<file path="src/rtl/led_pkg.sv">
// led_pkg: mode encodings, start patterns and the per-step pattern function for the LED sequencer
package led_pkg;
  localparam logic [1:0] MODE_ROT_L  = 2'd0;
  localparam logic [1:0] MODE_ROT_R  = 2'd1;
  localparam logic [1:0] MODE_BOUNCE = 2'd2;
  localparam logic [1:0] MODE_BLINK  = 2'd3;
  localparam logic [3:0] START_SHIFT = 4'b0001;
  localparam logic [3:0] START_BLINK = 4'b1111;
  localparam logic DIR_LEFT  = 1'b0;
  localparam logic DIR_RIGHT = 1'b1;
  typedef struct packed {
    logic       dir;
    logic [3:0] led;
  } pat_t;
  function automatic logic [3:0] start_pattern(input logic [1:0] mode);
    return mode == MODE_BLINK ? START_BLINK : START_SHIFT;
  endfunction
  function automatic pat_t next_pattern(input logic [1:0] mode, input logic [3:0] led, input logic dir);
    logic [3:0] rl, rr, b, n;
    rl = {led[2:0], led[3]};
    rr = {led[0], led[3:1]};
    b  = dir == DIR_LEFT ? rl : rr;
    n  = mode == MODE_ROT_L ? rl : mode == MODE_ROT_R ? rr : mode == MODE_BOUNCE ? b : ~led;
    // bounce turns around on reaching either end LED
    return '{dir: mode != MODE_BOUNCE ? dir : b == 4'b1000 ? DIR_RIGHT : b == 4'b0001 ? DIR_LEFT : dir,
             led: n};
  endfunction
endpackage

</file>
<file path="src/rtl/key_debounce.sv">
// key_debounce: 2-flop synchroniser, stability counter and one-cycle press pulse for an active-low key
module key_debounce #(
  parameter int DEB_CYCLES = 1_000_000
) (
  input  logic clk,
  input  logic rst_n,
  input  logic key_n,
  output logic press
);
  localparam int CW = $clog2(DEB_CYCLES + 1);
  logic s1, s2, lvl;
  logic [CW-1:0] cnt;
  // lvl is the accepted key level; it only flips after DEB_CYCLES consecutive differing samples
  always_ff @(posedge clk or negedge rst_n)
    if (!rst_n) begin
      s1    <= 1'b1;
      s2    <= 1'b1;
      lvl   <= 1'b1;
      cnt   <= '0;
      press <= 1'b0;
    end else begin
      s1    <= key_n;
      s2    <= s1;
      press <= 1'b0;
      if (s2 == lvl) cnt <= '0;
      else if (cnt == CW'(DEB_CYCLES - 1)) begin
        cnt   <= '0;
        lvl   <= s2;
        press <= !s2;
      end else cnt <= cnt + 1'b1;
    end
endmodule

</file>
<file path="src/rtl/led_pattern_ctrl.sv">
// led_pattern_ctrl: 4-LED pattern sequencer with debounced mode/speed keys, step prescaler and pause
module led_pattern_ctrl
  import led_pkg::*;
#(
  parameter int TICK_BASE  = 10_000_000,
  parameter int DEB_CYCLES = 1_000_000,
  parameter int LED_W      = 4
) (
  input  logic             clk,
  input  logic             rst_n,
  input  logic             key_mode_n,
  input  logic             key_speed_n,
  input  logic             pause,
  output logic [LED_W-1:0] led_o,
  output logic [1:0]       mode_o,
  output logic [1:0]       speed_o,
  output logic             step_o
);
  localparam int PW = $clog2(TICK_BASE + 1);
  logic mode_p, speed_p, dir, tick;
  logic [3:0] led;
  logic [PW-1:0] cnt, period;
  pat_t nxt;
  key_debounce #(.DEB_CYCLES(DEB_CYCLES)) u_mode_key (
    .clk(clk), .rst_n(rst_n), .key_n(key_mode_n), .press(mode_p));
  key_debounce #(.DEB_CYCLES(DEB_CYCLES)) u_speed_key (
    .clk(clk), .rst_n(rst_n), .key_n(key_speed_n), .press(speed_p));
  assign period = PW'(TICK_BASE >> speed_o);
  assign tick   = !pause && cnt == period - 1'b1;
  assign nxt    = next_pattern(mode_o, led, dir);
  assign led_o  = LED_W'(led);
  // any key press outranks a coincident step
  always_ff @(posedge clk or negedge rst_n)
    if (!rst_n) begin
      led     <= START_SHIFT;
      dir     <= DIR_LEFT;
      mode_o  <= MODE_ROT_L;
      speed_o <= 2'd0;
      cnt     <= '0;
      step_o  <= 1'b0;
    end else begin
      step_o <= tick && !mode_p && !speed_p;
      cnt    <= (mode_p || speed_p || tick) ? '0 : pause ? cnt : cnt + 1'b1;
      if (speed_p) speed_o <= speed_o + 2'd1;
      if (mode_p) begin
        mode_o <= mode_o + 2'd1;
        led    <= start_pattern(mode_o + 2'd1);
        dir    <= DIR_LEFT;
      end else if (tick && !speed_p) begin
        led <= nxt.led;
        dir <= nxt.dir;
      end
    end
endmodule

</file>
<file path="config.mk">
export PLATFORM = sky130hd
export DESIGN_NAME = led_pattern_ctrl
export DESIGN_NICKNAME = d
export VERILOG_FILES = /design/src/rtl/led_pkg.sv /design/src/rtl/key_debounce.sv /design/src/rtl/led_pattern_ctrl.sv
export SDC_FILE = /design/constraint.sdc
export NUM_CORES = 1
export LEC_CHECK = 0
export CELL_PAD_IN_SITES_DETAIL_PLACEMENT = 0
export CELL_PAD_IN_SITES_GLOBAL_PLACEMENT = 1
export CORE_ASPECT_RATIO = 1.25
export CORE_MARGIN = 2
export CORE_UTILIZATION = 30
export CTS_CLUSTER_DIAMETER = 30
export DETAILED_ROUTE_END_ITERATION = 10
export GPL_TIMING_DRIVEN = 0
export PLACE_DENSITY_LB_ADDON = 0.1
export SLEW_MARGIN = 20
export SYNTH_ARGS = -nofsm -noshare
export SYNTH_HDL_FRONTEND = slang
export SYNTH_SLANG_ARGS = --single-unit
</file>
<file path="constraint.sdc">
create_clock -name clk -period 5.85 [get_ports clk]
set_input_delay 0.8775 -clock clk [delete_from_list [all_inputs] [get_ports clk]]
set_output_delay 0.8775 -clock clk [all_outputs]
set_load 0.05 [all_outputs]
</file>
==> results of run 1 <==
[cells by family (layout without fill, tap and decap cells)]
kind of cell | Yosys count | in the layout
simple gates | 205 | 205
flops | 82 | 82
mux | 5 | 5
compound gates | 27 | 27
fa+ha+maj | 14 | 14
xor+xnor | 69 | 69
buf+inv | 33 | 63
[per-layer routing]
metal	global-route usage	wire length, um	vias to the layer above
li1	-	-	1525
met1	0.1590	4283	1465
met2	0.2130	4235	38
met3	0.02948	265	18
met4	0.06597	255	0
met5	0	0	-
[worst max-delay path by stage]
stage / from / endpoint
global placement: rst_n / u_mode_key.cnt[16]
detailed placement: speed_o[1] / cnt[7]
CTS: speed_o[1] / cnt[7]
finish: speed_o[1] / cnt[7]
global route: speed_o[1] / cnt[7]
floorplan: speed_o[0] / led_o[2]
[state kept, by name (all words and copies together) (netlist names), 2 cells and up]
name             count
cnt                 24
u_mode_key.cnt      20
u_speed_key.cnt     20
led_o                4
mode_o               2
speed_o              2
[layout make-up]
cell class                      count  area, um^2  area share
Clock inverter                      2       60.06     0.01212
Tap cell                          175       219.0     0.04417
Timing Repair Buffer               14       155.1     0.03130
Multi-Input combinational cell    320        2079      0.4195
Buffer                             13       53.80     0.01085
Inverter                           20       75.07     0.01514
Sequential cell                    82        2061      0.4157
Clock buffer                       14       254.0     0.05124
[per-stage QoR]
| stage | setup slack (ps) | total power (W) |
|---|---|---|
| detailed placement | 2658 | 0.0007230 |
| CTS | 2633 | 0.001346 |
| global route | 2474 | 0.001381 |
| floorplan | 2914 | 0.0006863 |
| finish | 2665 | 0.001319 |
| global placement | 634.4 | 0.0007171 |
[power breakdown]
| part | switching [W] | internal (W) |
|---|---|---|
| Combinational | 0.0000448 | 0.0000390 |
| Clock | 0.000221 | 0.000386 |
| Sequential | 0.0000316 | 0.000596 |
[cell usage after synthesis (all sizes together) (2+ instances only)]
cell	count
nand3	27
buf	5
nor4bb	2
inv	20
nor4	8
nor3b	2
and3	12
or3	2
o311ai	2
mux2	3
o21ai	4
and4	3
a211oi	3
nor2b	6
clkbuf	8
nor2	80
nand2	27
nand4	10
and2	3
dfstp	7
nor3	10
o211ai	3
xnor2	37
a21oi	4
or2	2
nand4b	3
o22ai	2
nor4b	3
xor2	32
mux2i	2
ha	14
dfrtp	75
==> reports/qor.yml, run 1 <==
synth-seq-area-share: 0.4833
layout_commonest_cell: "nor2_1"
clock-sinks: 82
layout_common_cells: "nor2_1, dfrtp_1, xnor2_1"
crit_path_end_kind: "register"
cts_buffer_depth: 2
pin_count: 14
crit_arrival_ps: 3410
syn_area_per_cell_um2: 9.803
die_area_um2: 15190
hold_path_class: "reg2reg"
num_vias: 3046
clock_latency_ps: 350
r2r_cells: 8
synth.distinct_cells: 51
slew_headroom: 0.3432
p_leak_nw: 2.086
grt_pass1_vias: 3115
core-area_um2: 13870
synth-xor-area-share: 0.1417
grt_antenna_before_repair: 0
finalMaxSlewViolations: 0
cts_resized: 0
finalHoldViolCount: 0
synth_top_cell_by_area: "dfrtp_1"
yosysTopAreaCellShare: 0.4401
port_buffers: 13
hp-start: "u_mode_key.s1"
nets: 479
synth-compound-area-share: 0.04754
first_pass_iters: 4
fmax_mhz: 313.9
synth_cells: 435
layout_min_cycle_time_ps: 3185
synthAdderAreaFrac: 0.04108
fin_setup_tns_ps: 0
rr_startpoint: "speed_o[1]"
min_to: "u_mode_key.s2"
synth_edf_count: 0
worst-setup-path-type: "reg2reg"
timing.final.crit_share: 0.5445
fillCellCount: 1405
post-cts-setup-buffers: 0
rows: 48
finalSetupViolCount: 0
chipWidth_um: 110.6
place_inst: 624
root_buffer: "clkbuf_16"
tritoncts: "done"
die_h_um: 137.3
muxShareOfSynthArea: 0.01262
ys_ff_latch: 82
areaGrowthSynthToFinish_pct: 16.26
cp_max_fo: 10
dp_hpwl_um: 6331
outcome: "completed"
r2r_slack_ps: 2660
drive_gt1_frac: 0.07312
start_util: 0.3074
critPathTopFamily: "compound AO/OA/AOI/OAI gates"
r2r-end: "cnt[7]"
gr-total-overflow: 0
drt_iter0_drc: 103
synth_top_flop_cell: "dfrtp_1"
cts_hold_buf: 0
netlist_area_um2: 4264
start_kind: "register"
grt_use_total: 0.1289
rsz0062_at_grt: "false"
drc: 0
tightest_slew_ps: 977.6
insertedDiodeCount: 0
drt-vias-per-instance: 4.759
hold_depth: 0
cts_buffers: 9
synthTopCellsByArea: "dfrtp_1, xnor2_1, nor2_1"
whs_ps: 356.1
yosys_warnings: 0
drt_wl_total_um: 9040
path_depth: 8
grt_pass1_wl_um: 15550
ant_nets: 0
synth_top_family_by_area: "simple AND/OR/NAND/NOR gates"
grt_max_degree: 52
clk_pin_slew_ps: 60
critPathSlowestCell: "o21ai_1"
clock_skew_ps: 8.240
fin_area_um2: 4957
powerDensity_nw_per_um2: 266.0
placed_area_um2: 4643
critPathMaxStageDelay_ps: 610
path_cells: "inv_1 -> ha_1 -> or3_1 -> a2111oi_2 -> nand4_2 -> o21ai_1 -> buf_2 -> nor2_1"
ir_drop_mv: 0.1000
syn_nets: 454
yosys.area_share.simple: 0.2435
postLayoutCoreUtil: 0.3573
fin_cells: 640
maxCapViolCount: 0
routedWlPerCell_um: 14.13
required_ps: 6070
gp_congestion: 0.7320
cts_max_level: 3
crit_buf_inv: 2
synthArstFlopShare: 1.000
Power figures use the tool's default switching activity.
==> run 2, diff against run 1 <==
==> constraint.sdc (replaced) <==
create_clock -name clk -period 3.1 [get_ports clk]
set_input_delay 0.465 -clock clk [delete_from_list [all_inputs] [get_ports clk]]
set_output_delay 0.465 -clock clk [all_outputs]
set_load 0.05 [all_outputs]
==> run 2 against run 1 <==
Die area stayed put. Clock skew hardly changed. Clock-buffer cell count stayed put. Sequential cell count stayed put. Worst setup slack worse by 2500 ps.
==> reports/qor.yml, run 2 (synthesis results as in run 1) <==
outcome: "completed"
nets: 479  # unchanged
first_pass_iters: 4  # unchanged
num_vias: 3046  # unchanged
seqPwrFrac: 0.476  # about the same
gr-usage-met2: 0.2144  # +0.001363
grt.busiest_layer: "met2"
p_sw_w: 0.0005601  # +89%
hold_path_class: "in2async"
rsz0062_at_grt: "true"
root_buffer: "clkbuf_16"
drive_gt1_frac: 0.07742  # +0.004301
layout_commonest_cell: "nor2_1"
top_register: "cnt"
layout_min_cycle_time_ps: 2915  # -270.7 ps
tightest_slew_ps: 977.8  # +0.1470 ps
start_kind: "register"
crit_path_end_kind: "register"
p_leak_nw: 2.086  # about the same
dp_hpwl_um: 6331  # unchanged
seqCellArea_um2: 2062  # about the same
finalHoldViolCount: 0  # unchanged
grt_util_met3: 0.02948  # unchanged
finalPower_w: 0.002488  # +89%
ant_nets: 0  # unchanged
fin_setup_tns_ps: 0  # unchanged
areaGrowthSynthToFinish_pct: 16.37
insertedDiodeCount: 0  # unchanged
gp_congestion: 0.7320  # unchanged
die_h_um: 137.3  # unchanged
rows: 48  # unchanged
grt_use_total: 0.1288  # about the same
core-area_um2: 13870  # unchanged
grt_pass1_vias: 3109  # -0.19%
routedWlPerCell_um: 14.10  # -0.17%
pwr-share-comb: 0.064  # about the same
r2r_cells: 8  # unchanged
cts_buffers: 9  # unchanged
grt_pass1_wl_um: 15540  # about the same
cp_max_fo: 10  # unchanged
cts_max_level: 3  # unchanged
fmax_mhz: 343.1  # +9.3%
rr_startpoint: "speed_o[0]"
powerDensity_nw_per_um2: 501.4  # +88%
clock-sinks: 82  # unchanged
grt_max_degree: 52  # unchanged
p_int_w: 0.001928  # +89%
required_ps: 3320  # -2750 ps
start_util: 0.3074  # unchanged
maxCapViolCount: 0  # unchanged
clk_pin_slew_ps: 60  # about the same
layout_common_cells: "nor2_1, dfrtp_1, xnor2_1"
drt-vias-per-instance: 4.759  # unchanged
largest_registers: "cnt (24), u_mode_key.cnt (20), u_speed_key.cnt (20)"
grt_antenna_before_repair: 0  # unchanged
drc: 0  # unchanged
tritoncts: "done"
drt_wl_total_um: 9025  # -0.17%
chipWidth_um: 110.6  # unchanged
ir_drop_mv: 0.1887  # +89%
drt_iter0_drc: 99  # -3.9%
timing.final.crit_share: 0.9402  # +0.3957
power_switching_share: 0.2251  # about the same
port_buffers: 13  # unchanged
p_clk_frac: 0.460  # about the same
clock_skew_ps: 8.241  # +0.0005300 ps
finalMaxSlewViolations: 0  # unchanged
gr-total-overflow: 0  # unchanged
clock_latency_ps: 340  # about the same
pin_count: 14  # unchanged
r2r_slack_ps: 190  # -2480 ps
r2r-end: "cnt[7]"
slew_headroom: 0.3431  # about the same
finalSetupViolCount: 0  # unchanged
largest_reg_flops: 24  # unchanged
crit_arrival_ps: 3130  # -280 ps
die_area_um2: 15190  # unchanged
worst-setup-path-type: "reg2reg"
cts_buffer_depth: 2  # unchanged
multiInputGateArea_um2: 2083  # +0.18%
met1_usage: 0.1587  # -0.0002775
fillCellCount: 1404  # -0.071%
## run 2: cell types whose count changed in the layout (fill, tap and decap cells not counted)
cell and change:
dfrtp_1 -1, o21ai_2 +1, dfrtp_2 +1, o21ai_1 -1
## run 2: worst max-delay path by stage
| stage | startpoint | end | depth (start not counted) |
|---|---|---|---|
| after floorplan | speed_o[0] | led_o[2] | 8 |
| after global placement | rst_n | u_mode_key.cnt[16] | 1 |
| after detailed placement | speed_o[1] | cnt[7] | 8 |
| after CTS | speed_o[1] | cnt[7] | 8 |
| after global routing | speed_o[0] | cnt[7] | 8 |
| final | speed_o[0] | cnt[7] | 8 |
## run 2: layout make-up
type | instances | share of cell area
clock buffer | 14 | 0.05119
sequential | 82 | 0.4155
clock inverter | 2 | 0.01210
tap | 175 | 0.04413
buffer | 13 | 0.01084
multi-input combinational | 320 | 0.4198
timing repair buffer | 14 | 0.03127
inverter | 20 | 0.01513
## run 2: power by group through the flow
stage | clock [W] | combinational, W | sequential [W]
5_1_grt | 0.00123 | 0.000184 | 0.00119
6_report | 0.00114 | 0.000158 | 0.00119
3_5_place_dp | 0 | 0.000162 | 0.00120
4_1_cts | 0.00119 | 0.000164 | 0.00118
2_1_floorplan | 0 | 0.000107 | 0.00119
3_3_place_gp | 0 | 0.000152 | 0.00120
## run 2: timing repair
action | 4_1_cts | 5_1_grt
setup buffers | 0 | 0
pin swaps | 0 | 1
hold buffers | 0 | 0
setup endpoints to repair | 20 | 21
gates cloned | 0 | 0
gates resized for setup | 1 | 1
## run 2: metal layers
metal / wire length, um / share of wire / vias to the layer above
li1: - / - / 1526
met1: 4264 / 0.47 / 1469
met2: 4257 / 0.47 / 36
met3: 273 / 0.030 / 15
met4: 230 / 0.025 / 0
met5: 0 / 0 / -
## run 2: stage by stage
stage / setup WS, ps / area (um^2) / utilization / std cells / hold slack [ps]
floorplan: 164.1 / 4264 / - / 435 / 169.4
global placement: -1703 / 4613 / 0.3325 / 623 / 345.8
detailed placement: -91.97 / 4643 / 0.3347 / 624 / 350.0
CTS: 80.47 / 4961 / 0.3576 / 640 / 81.55
global route: -13.05 / 4962 / 0.3577 / 640 / 94.73
finish: 185.4 / 4962 / 0.3577 / 640 / 62.39
## run 2: worst max-delay path, cell delays in order (launching register included)
cell	delay (ps)
dfrtp_1	490
inv_1	150
ha_1	240
or3_1	380
a2111oi_2	430
nand4_2	270
o21ai_2	430
buf_2	310
nor2_1	80
==> run 3, diff against run 2 <==
==> config.mk (replaced) <==
export PLATFORM = sky130hd
export DESIGN_NAME = led_pattern_ctrl
export DESIGN_NICKNAME = d
export VERILOG_FILES = /design/src/rtl/led_pkg.sv /design/src/rtl/key_debounce.sv /design/src/rtl/led_pattern_ctrl.sv
export SDC_FILE = /design/constraint.sdc
export NUM_CORES = 1
export LEC_CHECK = 0
export CORE_ASPECT_RATIO = 1.25
export CORE_MARGIN = 10
export CORE_UTILIZATION = 30
export CTS_CLUSTER_DIAMETER = 30
export DETAILED_ROUTE_END_ITERATION = 10
export GPL_TIMING_DRIVEN = 0
export SYNTH_ARGS = -nofsm -noshare
export SYNTH_HDL_FRONTEND = slang
export SYNTH_SLANG_ARGS = --single-unit
==> run 3 against run 2 <==
Design area grew 0.78%. Clock skew decreased by 4.9 ps. Highest routed layer unchanged. Via count grew 2.1%.
==> reports/qor.yml, run 3 (synthesis results as in run 1) <==
drt_wl_total_um: 8303  # -8.0%
fmax_mhz: 345.5  # +0.69%
drt_iter0_drc: 232  # +130%
first_pass_iters: 7  # +3
seqCellArea_um2: 2061  # about the same
clk_pin_slew_ps: 60  # about the same
r2r_slack_ps: 210  # +20 ps
tightest_slew_ps: 1112  # +134.6 ps
drive_gt1_frac: 0.08155  # +0.004126
powerDensity_nw_per_um2: 517.0  # +3.1%
fillCellCount: 1364  # -2.8%
start_kind: "register"
rsz0062_at_grt: "false"
hold_path_class: "reg2reg"
fin_area_um2: 5001  # +0.78%
rows: 48  # unchanged
grt_pass1_wl_um: 14520  # -6.6%
layout_min_cycle_time_ps: 2894  # -20.08 ps
layout_common_cells: "nor2_1, dfrtp_1, xnor2_1"
finalPower_w: 0.002586  # +3.9%
die_area_um2: 19410  # +28%
hold_depth: 0
fin_setup_tns_ps: 0  # unchanged
cts_buffers: 9  # unchanged
maxCapViolCount: 0  # unchanged
crit_path_end_kind: "register"
largest_registers: "cnt (24), u_mode_key.cnt (20), u_speed_key.cnt (20)"
port_buffers: 13  # unchanged
multiInputGateArea_um2: 2078  # -0.24%
grt_use_total: 0.08769  # -0.04111
rr_startpoint: "speed_o[1]"
post-cts-setup-buffers: 0  # unchanged
grt_antenna_before_repair: 0  # unchanged
cts_max_level: 3  # unchanged
nets: 480  # +0.21%
drc: 0  # unchanged
pin_count: 14  # unchanged
chipWidth_um: 126.6  # +14%
timing.final.crit_share: 0.9337  # -0.006479
grt_max_degree: 67  # +29%
r2r_cells: 8  # unchanged
top_register: "cnt"
gp_congestion: 0.8172  # +12%
dp_hpwl_um: 5826  # -8.0%
cts_buffer_depth: 2  # unchanged
layout_commonest_cell: "nor2_1"
insertedDiodeCount: 0  # unchanged
clock_latency_ps: 340  # about the same
start_util: 0.3074  # unchanged
clock-sinks: 82  # unchanged
p_leak_nw: 2.108  # +1.0%
core-area_um2: 13870  # unchanged
outcome: "completed"
ir_drop_mv: 0.3078  # +63%
finalMaxSlewViolations: 0  # unchanged
hp-start: "u_speed_key.s1"
finalSetupViolCount: 0  # unchanged
min_to: "u_speed_key.s2"
required_ps: 3320  # about the same
slew_headroom: 0.2527  # -0.09041
largest_reg_flops: 24  # unchanged
routedWlPerCell_um: 12.95  # -8.1%
cp_max_fo: 8  # -2
ant_nets: 0  # unchanged
areaGrowthSynthToFinish_pct: 17.28
r2r-end: "led_o[3]"
drt-vias-per-instance: 4.852  # +1.9%
grt_pass1_vias: 3266  # +5.0%
root_buffer: "clkbuf_16"
placed_area_um2: 4638  # -0.11%
gr-total-overflow: 0  # unchanged
crit_arrival_ps: 3120  # about the same
clock_skew_ps: 3.385  # -4.856 ps
worst-setup-path-type: "reg2reg"
tritoncts: "done"
die_h_um: 153.3  # +12%
finalHoldViolCount: 0  # unchanged
num_vias: 3110  # +2.1%
## run 3: power breakdown
group	switching, W	total, W	internal [W]
combinational	0.0000811	0.000155	0.0000739
sequential	0.0000576	0.00118	0.00112
clock	0.000454	0.00125	0.000794
total	0.000593	0.00259	0.00199
## run 3: routing by layer
layer	track usage	wire length, um
met5	0	0
met4	0.03694	141
met1	0.09860	3723
met2	0.1510	4194
met3	0.02422	244
## run 3: cell type report
class	instances	share of cell area
clock inverter	7	0.02477
buffer	13	0.01076
inverter	20	0.01501
sequential	82	0.4121
multi-input combinational	320	0.4156
tap	175	0.04378
clock buffer	9	0.04503
timing repair buffer	15	0.03302
## run 3: metrics by stage
step / hold WS, ps / std cells / worst slack [ps] / util
after floorplan: 169.4 / 435 / 164.1 / -
after global placement: 346.9 / 623 / -1361 / 0.3325
after detailed placement: 347.0 / 624 / 106.0 / 0.3343
after CTS: 356.5 / 641 / 83.45 / 0.3602
after global routing: 360.4 / 641 / 20.57 / 0.3605
final: 356.6 / 641 / 205.5 / 0.3605
## run 3: worst max-delay path by stage
stage                          start                  to  depth (start not counted)
after floorplan           speed_o[0]            led_o[2]                          8
after global placement         rst_n  u_mode_key.cnt[11]                          1
after detailed placement  speed_o[1]              cnt[7]                          8
after CTS                 speed_o[1]              cnt[8]                          8
after global routing      speed_o[1]              cnt[7]                          8
final                     speed_o[1]            led_o[3]                          8
## run 3: timing repair
action	CTS	global route
hold endpoints to repair	14	0
hold buffers	1	0
setup endpoints to repair	0	20
gates resized for setup	0	1
## run 3: critical path, cell delays in order (launching register included)
cell and delay, ps:
dfrtp_1 520, inv_1 170, ha_1 220, or3_1 380, a2111oi_2 430, nand4_2 280
or2_0 270, buf_2 160, a311o_1 350
